$ cat src/rtl/seg_frame_capture.sv
// Recovers a 0-99 count from a multiplexed active-low two-digit 7-segment bus.
// Optional macro SEG_BLANK_ZERO_EN: an all-off tens digit decodes as 0 (leading-zero blanking).
module seg_frame_capture #(
    parameter int unsigned STABLE_CYC = 4,
    parameter int unsigned TIMEOUT    = 1000
) (
    input  logic       clk,
    input  logic       rst_n,
    input  logic [6:0] seg_in,
    input  logic [1:0] an_in,
    output logic [6:0] cnt_out,
    output logic [3:0] tens_bcd,
    output logic [3:0] ones_bcd,
    output logic       valid,
    output logic       err
);

    localparam int unsigned TW = $clog2(TIMEOUT);

    typedef enum logic [1:0] {IDLE, HAVE_T, HAVE_O, EMIT} state_t;

    state_t        state;
    logic [8:0]    samp;
    logic [3:0]    stab_cnt;
    logic          acc;
    logic [1:0]    acc_an;
    logic [6:0]    acc_seg;
    logic [3:0]    t_q, o_q;
    logic [TW-1:0] tmo;

    logic          match, strobe_ok, is_tens, dig_ok;
    logic [3:0]    dig, t_sel, o_sel;
    logic [6:0]    sum;

    function automatic logic [4:0] decode(input logic [6:0] s);
        case (s)
            7'b0000001: decode = 5'h10;
            7'b1001111: decode = 5'h11;
            7'b0010010: decode = 5'h12;
            7'b0000110: decode = 5'h13;
            7'b1001100: decode = 5'h14;
            7'b0100100: decode = 5'h15;
            7'b0100000: decode = 5'h16;
            7'b0001111: decode = 5'h17;
            7'b0000000: decode = 5'h18;
            7'b0000100: decode = 5'h19;
            default:    decode = 5'h00;
        endcase
    endfunction

    assign match     = ({an_in, seg_in} == samp);
    assign strobe_ok = (an_in == 2'b01) || (an_in == 2'b10);

    // acc is a one-cycle pulse raised as stab_cnt steps to STABLE_CYC-1; the
    // accepted pattern is captured alongside so the FSM sees it the next cycle.
    always_ff @(posedge clk or negedge rst_n) begin
        if (!rst_n) begin
            samp     <= {2'b11, 7'h7F};
            stab_cnt <= '0;
            acc      <= 1'b0;
            acc_an   <= 2'b11;
            acc_seg  <= '1;
        end else begin
            samp    <= {an_in, seg_in};
            acc_an  <= an_in;
            acc_seg <= seg_in;
            acc     <= match && strobe_ok && (stab_cnt == 4'(STABLE_CYC - 2));
            if (!match)
                stab_cnt <= '0;
            else if (stab_cnt != 4'(STABLE_CYC))
                stab_cnt <= stab_cnt + 4'd1;
        end
    end

    always_comb begin
        is_tens        = (acc_an == 2'b01);
        {dig_ok, dig}  = decode(acc_seg);
`ifdef SEG_BLANK_ZERO_EN
        if (is_tens && (acc_seg == 7'h7F))
            {dig_ok, dig} = 5'h10;
`endif
        t_sel = (state == HAVE_O) ? dig : t_q;
        o_sel = (state == HAVE_T) ? dig : o_q;
        sum   = {t_sel, 3'b000} + {2'b00, t_sel, 1'b0} + {3'b000, o_sel};
    end

    always_ff @(posedge clk or negedge rst_n) begin
        if (!rst_n) begin
            state    <= IDLE;
            t_q      <= '0;
            o_q      <= '0;
            tmo      <= '0;
            cnt_out  <= '0;
            tens_bcd <= '0;
            ones_bcd <= '0;
            valid    <= 1'b0;
            err      <= 1'b0;
        end else begin
            valid <= 1'b0;
            err   <= 1'b0;
            case (state)
                IDLE: begin
                    tmo <= '0;
                    if (acc) begin
                        if (!dig_ok) begin
                            err <= 1'b1;
                        end else if (is_tens) begin
                            t_q   <= dig;
                            state <= HAVE_T;
                        end else begin
                            o_q   <= dig;
                            state <= HAVE_O;
                        end
                    end
                end
                HAVE_T, HAVE_O: begin
                    // Completing accept is checked before the timeout so it wins a tie.
                    if (acc && !dig_ok) begin
                        err   <= 1'b1;
                        state <= IDLE;
                    end else if (acc && (is_tens == (state == HAVE_O))) begin
                        cnt_out  <= sum;
                        tens_bcd <= t_sel;
                        ones_bcd <= o_sel;
                        valid    <= 1'b1;
                        state    <= EMIT;
                    end else if (acc) begin
                        if (is_tens)
                            t_q <= dig;
                        else
                            o_q <= dig;
                        tmo <= '0;
                    end else if (tmo == TW'(TIMEOUT - 1)) begin
                        err   <= 1'b1;
                        state <= IDLE;
                    end else begin
                        tmo <= tmo + 1'b1;
                    end
                end
                EMIT:    state <= IDLE;
                default: state <= IDLE;
            endcase
        end
    end

endmodule

$ cat config.mk
export PLATFORM = sky130hd
export DESIGN_NAME = seg_frame_capture
export DESIGN_NICKNAME = d
export VERILOG_FILES = /design/src/rtl/seg_frame_capture.sv
export SDC_FILE = /design/constraint.sdc
export NUM_CORES = 1
export LEC_CHECK = 0
export ABC_AREA = 0
export CAP_MARGIN = 10
export CORE_MARGIN = 2
export CORE_UTILIZATION = 62
export DETAILED_ROUTE_END_ITERATION = 6
export PLACE_DENSITY_LB_ADDON = 0.2
export SYNTH_ARGS = -nofsm -noshare
export SYNTH_HDL_FRONTEND = slang
export SYNTH_SLANG_ARGS = --single-unit
$ cat constraint.sdc
create_clock -name clk -period 6.82 [get_ports clk]
set_input_delay 1.364 -clock clk [delete_from_list [all_inputs] [get_ports clk]]
set_output_delay 1.364 -clock clk [all_outputs]
set_load 0.01 [all_outputs]
# After elaboration in Yosys (flattened, before gate mapping)
# Cells that the tools add are included.
[word_totals]
reg_bits = 60
in_bits = 11
output_inout_bits = 17
[classes]
add_sub_neg = 4
eq_ne = 29
muxes = 42
n_bitwise = 1
n_reduce_logical = 14
[op_table]
columns = ["operator", "count"]
rows = [
  ["two-way mux 4 bit", 16],
  ["case mux 5 bit (10 select lines)", 1],
  ["two-way mux 10 bit", 4],
  ["case mux 10 bit (2 select lines)", 1],
  ["case mux 4 bit (2 select lines)", 2],
  ["equality test 7 x 3 -> 1 bit, second input constant", 2],
  ["equality test 7 x 6 -> 1 bit, second input constant", 2],
  ["equality test 7 bit, second input constant", 2],
  ["two-way mux 2 bit", 7],
  ["adder 10 x 1 -> 10 bit, second input constant", 1],
  ["equality test 10 bit, second input constant", 1],
  ["!= test 2 bit, second input constant", 5],
  ["equality test 9 bit", 1],
  ["two-way mux 1 bit", 9],
  ["!= test 4 bit, second input constant", 2],
  ["AND reduction 4 bit", 2],
  ["adder 7 x 4 -> 7 bit", 1],
  ["adder 7 x 5 -> 7 bit", 1],
  ["equality test 7 x 1 -> 1 bit, second input constant", 1],
  ["equality test 7 x 4 -> 1 bit, second input constant", 1],
  ["equality test 7 x 5 -> 1 bit, second input constant", 1],
  ["logical NOT 7 bit", 1],
  ["equality test 2 x 1 -> 1 bit, second input constant", 3],
  ["equality test 2 bit, second input constant", 3],
  ["17 further kinds", 20],
]

# Longest topological paths before layout
# Gate-level depths: netlist of the first run.
[logic_depth]
word_depth = 7
mapped_depth = 14
mapped_depth_nobuf = 13

# Worst setup path after synthesis of the first run
# No wires, ideal clock.
[synth_path]
path_type = "register to register"
from = "reg acc_seg[1]"
to = "reg cnt_out[6]"
setup_ns = 0.126
t_arrival_ns = 2.985
required_ns = 6.694
path_slack_ns = 3.709
stages_incl_launch_ff = 13
period_less_slack_ns = 3.111
cell_sequence = "dfstp_2 > or4_1 > o21ai_0 > and3b_1 > mux2_2 > inv_1 > fa_1 > inv_1 > fa_1 > a21o_1 > a21oi_1 > xor2_1 > a21oi_1"
[synth_via]
word_cells_on_any_way = 19
classes_between = "2 x add/sub; 9 x eq/ne; 3 x mux; 1 x bitwise; 4 x reduce/logical"
[synth_rtl]
columns = ["item", "line", "text"]
rows = [
  ["from (decl)", "27", "logic [6:0] acc_seg;"],
  ["from (signal assigned)", "66", "acc_seg <= seg_in;"],
  ["equality test 7 x 3 -> 1 bit (tied with other cells)", "36", "case (s)"],
  ["case mux 5 bit (10 select lines) *", "36", ""],
  ["two-way mux 4 bit *", "82", "t_sel = (state == HAVE_O) ? dig : t_q;"],
  ["net t_sel[0]", "32", "logic [3:0] dig, t_sel, o_sel;"],
  ["adder 7 x 5 -> 7 bit *", "84", "sum = {t_sel, 3'b000} + {2'b00, t_sel, 1'b0} + {3'b000, o_sel};"],
  ["adder 7 x 4 -> 7 bit *", "84", ""],
  ["to (signal assigned)", "122", "cnt_out <= sum;"],
  ["to (decl)", "11", "output logic [6:0] cnt_out,"],
]
# Mark *: on every way through the listed nets, which the timed path passes. The rest lies on a longest branch.
# A chain may end at the register's enable or synchronous reset.

# Final worst setup path of the first run
# Same ends and word-level chain as after synthesis.

==> run metrics, run 1 <==
status complete, no violations; Layout area overhead 13.3%; Antenna Diode Count 0; largest net degree at the start of global routing 51; clk slew on worst S/H paths 0.09 ns; site row count 25; P_sw 0.315 mW; Comb pwr share 0.365; RSZ-0062 raised after global routing false; WP data arrival 3.64 ns; vias per inst slightly below 6; Setup CP Type reg2reg; Clk pwr share 0.214; Crit path buffers/inverters 2; met3 Use GR 0.0525; Mapped Avg Cell Area 10.6 um^2; first-pass GRT wire length 9.67 mm; slowest stage cell on the critical path or4_1; area leader, netlist dfrtp_1; crit path capture type register; Tot GR Track Use 0.233; FF-to-FF path depth 12; H-tree level count 2; CTS resizes 0; area of the multi-input gates 0.00157 mm^2; relative slew slack 0.571; pre-CTS WS 3.39 ns; MaxCap Viol Count 0; Reg area 0.00126 mm^2; Syn Std Cell Area 0.00294 mm^2; Yosys top cell area share 0.349; Final Hold Vio Count 0; setup tns final 0 ns; DR iter-0 viols 186; Pwr per Cell Area 252 mW/mm^2; ys async rst share 1.00; Tmin final 3.46 ns; M1 GR Usage 0.309; DR vias 2115; Top Usage Layer GRT met2; die height 72.8 um; die area 0.00530 mm^2; Core Area 0.00463 mm^2; final worst path period share 0.507; Post-synth EDFFs 0; Layout Nets 331; Yosys warning count 0; synth top area cells dfrtp_1 35%, dfstp_2 8.1%, ha_1 6.8%; total CTS buffers 5; DRT Pass-1 Iters 4; I/O pin cnt 28; Fillers between 300 and 400; cell count after synthesis 278; reg2reg start acc_seg[1]; crit path to cnt_out[6]; final worst slack 3.36 ns; P_int about 0.52 mW; startpoint class of the critical path register; clk sinks 50; Die W 72.8 um; leakage power between 1 and 1.5 nW; Crit path largest cell delay 0.59 ns; total grt overflow 0; Switching Fraction 0.376; CTS root buffer clkbuf_8; GRT met2 Usage 0.381; HP Class reg2reg; final setup fails 0; vias in the first global route 2066; Post-CTS Setup Bufs 0; Tot Pwr 0.837 mW; instance count on the critical path 12; antenna viol nets, final 0; DRC violations left 0; Total Wirelength roughly 5.6 mm; Worst IR Drop VDD 0.145 mV; Max Fclk 0.289 GHz; share of cells above drive strength 1 0.155; Crit Path Max Fanout 15; Largest delay share family, worst path adder cells; prevailing post-synth register cell dfrtp_1; IO buf count 27; gp weighted congestion about 0.86; clk_skew 0.00929 ns; Synthesized Nets 307; CTS tree done; crit path cell chain or4_1 -> o21ai_0 -> and3b_1 -> mux2_2 -> inv_1 -> fa_1 -> inv_1 -> fa_1 -> a21o_1 -> a21oi_1 -> xor2_1 -> a21oi_1; Least-Margin Pin Slew 0.635 ns; R2R Path End cnt_out[6]; starting density of the core 0.634; hold buffers post-CTS 0; share of power burned in registers 0.421; Synth cell types 54; initial antenna violation count 0; Slew Viols, Final 0; flop2flop setup slack 3.36 ns; worst endpoint required time around 7.0 ns; Detail Placement HPWL 3.95 mm; worst-case clock buffer depth 2; post-synthesis register bit count 50; Clk Latency, worst-skew pair 0.30 ns; WL/cell 15.6 um; Critical Path Start acc_seg[1]; Seq/Total Area, Yosys 0.430
==> sequential cells by signal, summed over array words and instances, names as in the netlist, 2 cells and up <==
register	count
acc_an	2
acc_seg	6
cnt_out	7
o_q	4
ones_bcd	3
stab_cnt	4
state	2
t_q	4
tens_bcd	4
tmo	10
==> routing by layer <==
layer  up-vias  routed length, um
met5         -                  0
met4         0                 89
met3        11                200
met2        41               2660
met1      1020               2630
li1       1043                  -
==> cell families after synthesis <==
group / count (synthesis) / share of synthesized area
buffers and inverters: 25 / 0.0388
multiplexers: 29 / 0.113
adder cells (fa/ha/maj): 18 / 0.0818
flip-flops: 50 / 0.430
AO/OA/AOI/OAI: 59 / 0.132
AND/OR/NAND/NOR: 80 / 0.154
XOR/XNOR: 17 / 0.0507
==> stage by stage <==
step	area [um^2]	instances	hold slack, ns	utilization
floorplan	2940	278	0.450	-
global placement	3230	349	0.466	0.698
detailed placement	3230	349	0.483	0.698
CTS	3330	357	0.499	0.719
global route	3330	357	0.518	0.719
finish	3330	357	0.498	0.719
==> power by group through the flow <==
| stage | clock network (mW) | logic [mW] | registers, mW |
|---|---|---|---|
| 6_report | 0.179 | 0.306 | 0.353 |
| 5_1_grt | 0.195 | 0.344 | 0.358 |
| 4_1_cts | 0.187 | 0.305 | 0.352 |
| 3_5_place_dp | 0 | 0.302 | 0.358 |
| 3_3_place_gp | 0 | 0.297 | 0.356 |
| 2_1_floorplan | 0 | 0.237 | 0.346 |
==> worst min-delay path by stage <==
stage / startpoint / to / slack, ns / depth (start not counted)
CTS: tmo[9] / tmo[9] / 0.50 / 1
finish: o_q[2] / o_q[2] / 0.50 / 1
floorplan: tmo[9] / tmo[9] / 0.45 / 1
global placement: o_q[2] / o_q[2] / 0.47 / 1
detailed placement: o_q[2] / o_q[2] / 0.48 / 1
global route: o_q[2] / o_q[2] / 0.52 / 1
==> cell usage after synthesis, types with 8 or more instances <==
library cell and n:
nand3_1 10, ha_1 16, nand2_1 11, o21ai_0 17
xnor2_1 8, a21oi_1 16, mux2_2 14, nor2_1 20
dfstp_2 9, xor2_1 9, inv_1 13, dfrtp_1 41
==> worst register-to-register path: stages, from the launching register on <==
cell and delay, ns:
dfstp_2 0.45, or4_1 0.59, o21ai_0 0.13, and3b_1 0.27
mux2_2 0.22, inv_1 0.06, fa_1 0.53, inv_1 0.07
fa_1 0.45, a21o_1 0.17, a21oi_1 0.17, xor2_1 0.15
a21oi_1 0.07
==> cell usage in the layout (no fill, tap or decap), types with 9 or more instances in the layout <==
cell and n:
clkdlybuf4s50_1 26, a21oi_1 16, dfstp_2 9, nand2_1 11, ha_1 16, xor2_1 9
o21ai_0 17, mux2_2 14, nand3_1 10, dfrtp_1 41, inv_1 13, nor2_1 20
==> area by class of cell <==
| cell class | count | area share |
|---|---|---|
| Clock buffer | 6 | 0.0248 |
| Clock inverter | 2 | 0.00376 |
| Inverter | 13 | 0.0147 |
| Multi-Input combinational cell | 203 | 0.473 |
| Sequential cell | 50 | 0.379 |
| Tap cell | 54 | 0.0203 |
| Timing Repair Buffer | 29 | 0.0842 |
Note: power is estimated with default switching activity, not from simulation.
==> run 2, diff against run 1 <==
--- a/config.mk
+++ b/config.mk
@@ -8,7 +8,7 @@
 export ABC_AREA = 0
 export CAP_MARGIN = 10
 export CORE_MARGIN = 2
-export CORE_UTILIZATION = 62
+export CORE_UTILIZATION = 57
 export DETAILED_ROUTE_END_ITERATION = 6
 export PLACE_DENSITY_LB_ADDON = 0.2
 export SYNTH_ARGS = -nofsm -noshare
==> constraint.sdc (replaced) <==
create_clock -name clk -period 3.6 [get_ports clk]
set_input_delay 0.72 -clock clk [delete_from_list [all_inputs] [get_ports clk]]
set_output_delay 0.72 -clock clk [all_outputs]
set_load 0.01 [all_outputs]
==> run 2 against run 1 <==
Against the previous run:
- clock skew decreased by 0.0053 ns
- maximum frequency rose by 3.6%
- combinational power up 94%
- critical path depth is the same
- sequential share of layout area shrank 0.47 points
- die area increased by 8.3%
- core utilization decreased by 5.1 points
- non-clock buffer count grew 1
- highest routed layer unchanged
- clock-buffer cell count rose by 1
- final cell count grew 4.8%
- clock power increased by 87%
- worst setup slack worse by 3.1 ns
==> run metrics, run 2 (synthesized netlist as in run 1, its figures left out) <==
hold buffers post-CTS 0 (unchanged); Post-CTS Setup Bufs 0 (unchanged); DRT Pass-1 Iters 4 (unchanged); CTS root buffer clkbuf_8; hold_ws 0.411 ns (-0.0864 ns); Tmin final 3.34 ns (-0.119 ns); largest net degree at the start of global routing 51 (unchanged); met2 wire length 2.51 mm (-5.5%); Tot Pwr 1.59 mW (+90%); P_sw 0.595 mW (+89%); final setup fails 0 (unchanged); Crit Path Max Fanout 15 (unchanged); Detail Placement HPWL 4.01 mm (+1.5%); RSZ-0062 raised after global routing false; clk sinks 50 (unchanged); clk_skew 0.00396 ns (-0.00533 ns); leakage power 1.49 nW (+0.81%); DRC violations left 0 (unchanged); Fillers 415 (+24%); Die W 75.8 um (+4.1%); largest registers tmo (10), cnt_out (7), acc_seg (6); Switching Fraction 0.373 (-0.00340); share of cells above drive strength 1 0.158 (+0.00278); worst-case clock buffer depth 2 (unchanged); I/O pin cnt 28 (unchanged); Comb pwr share 0.372 (+0.007); status complete, no violations; Final Hold Vio Count 0 (unchanged); startpoint class of the critical path register; clk slew on worst S/H paths 0.09 ns (about the same); DR iter-0 viols 115 (-38%); most flop-heavy register tmo; die height 75.8 um (+4.1%); CTS resizes 0 (unchanged); setup tns final 0 ns (unchanged); Layout area overhead 14.7%; share of power burned in registers 0.418 (-0.003); initial antenna violation count 0 (unchanged); Tot GR Track Use 0.220 (-0.0136); WP data arrival 3.52 ns (-0.12 ns); site row count 26 (+4.0%); vias per inst 5.89 (-0.62%); Met3 Wirelength 196 um (-2.0%); Layout Nets 332 (+0.30%); Clk pwr share 0.210 (-0.004); DR vias 2202 (+4.1%); HP Class in2async; vias in the first global route 2117 (+2.5%); commonest cells after routing, fill and taps aside 41 x dfrtp_1, 26 x clkdlybuf4s50_1, 20 x nor2_1, 17 x o21ai_0; Antenna Diode Count 0 (unchanged); CTS tree done; relative slew slack 0.558 (-0.0126); P_int 1.00 mW (+91%); antenna viol nets, final 0 (unchanged); final worst path period share 0.927 (+0.420); Slew Viols, Final 0 (unchanged); DR top layer met4; Core Area 0.00504 mm^2 (+8.9%); commonest non-fill, non-tap cell in the layout dfrtp_1; starting density of the core 0.582 (-0.0519); gp weighted congestion 0.855 (-0.69%); Total Wirelength 5.63 mm (+0.84%); Reg area 0.00126 mm^2 (unchanged); IO buf count 27 (unchanged); Least-Margin Pin Slew 0.654 ns (+0.0187 ns); total CTS buffers 5 (unchanged); Worst IR Drop VDD 0.252 mV (+74%); crit path capture type register; Clk Latency, worst-skew pair 0.30 ns (about the same); max reg flops 10 (unchanged); Setup CP Type reg2reg; H-tree level count 2 (unchanged); Pwr per Cell Area 473 mW/mm^2 (+88%); first-pass GRT wire length 9.63 mm (-0.35%); area of the multi-input gates 0.00158 mm^2 (+0.32%); worst endpoint required time 3.78 ns (-3.22 ns); MaxCap Viol Count 0 (unchanged); WL/cell 15.0 um (-3.7%); wire length on met1 2.82 mm (+7.2%); Max Fclk 0.300 GHz (+3.6%); die area 0.00574 mm^2 (+8.3%); total grt overflow 0 (unchanged)
-- run 2: final cells by class --
cell class | count | share of cell area
Multi-Input combinational cell | 203 | 0.468
Sequential cell | 50 | 0.375
Timing Repair Buffer | 30 | 0.0892
Tap cell | 70 | 0.0260
Clock buffer | 7 | 0.0256
Inverter | 13 | 0.0145
Clock inverter | 1 | 0.00149
-- run 2: per-stage QoR --
step | worst slack, ns | cells | utilization | instance area (um^2)
2_1_floorplan | 0.489 | 278 | - | 2940
3_3_place_gp | 0.332 | 365 | 0.645 | 3250
3_5_place_dp | 0.264 | 365 | 0.645 | 3250
4_1_cts | 0.233 | 373 | 0.663 | 3340
5_1_grt | 0.0183 | 374 | 0.668 | 3370
6_report | 0.264 | 374 | 0.668 | 3370
-- run 2: routing by layer --
metal | vias to the layer above | global-route usage
li1 | 1052 | -
met1 | 1080 | 0.316
met2 | 60 | 0.341
met3 | 10 | 0.0397
met4 | 0 | 0.0604
met5 | - | 0
-- run 2: final timing paths --
path | from | to | slack (ns) | depth (start not counted)
max in group asynchronous | rst_n | acc_an[1] | 2.57 | 2
hold / removal | rst_n | tmo[4] | 0.41 | 1
min in group clk | o_q[0] | o_q[0] | 0.49 | 1
hold reg to reg | o_q[0] | o_q[0] | 0.49 | 1
setup / recovery | acc_seg[1] | cnt_out[6] | 0.26 | 12
setup reg to reg | acc_seg[1] | cnt_out[6] | 0.26 | 12
-- run 2: power by group through the flow --
stage,sequential [mW],combinational (mW),clock [mW]
after floorplan,0.655,0.450,0
after global placement,0.673,0.581,0
after detailed placement,0.676,0.583,0
after CTS,0.666,0.588,0.344
after global routing,0.674,0.669,0.369
final,0.667,0.593,0.335
-- run 2: worst max-delay path, cell delays in order (launching register included) --
cell	delay, ns
dfstp_2	0.45
or4_1	0.59
o21ai_0	0.10
and3b_1	0.22
mux2_2	0.20
inv_1	0.06
fa_1	0.52
inv_1	0.06
fa_1	0.45
a21o_1	0.17
a21oi_1	0.17
xor2_1	0.16
a21oi_1	0.08
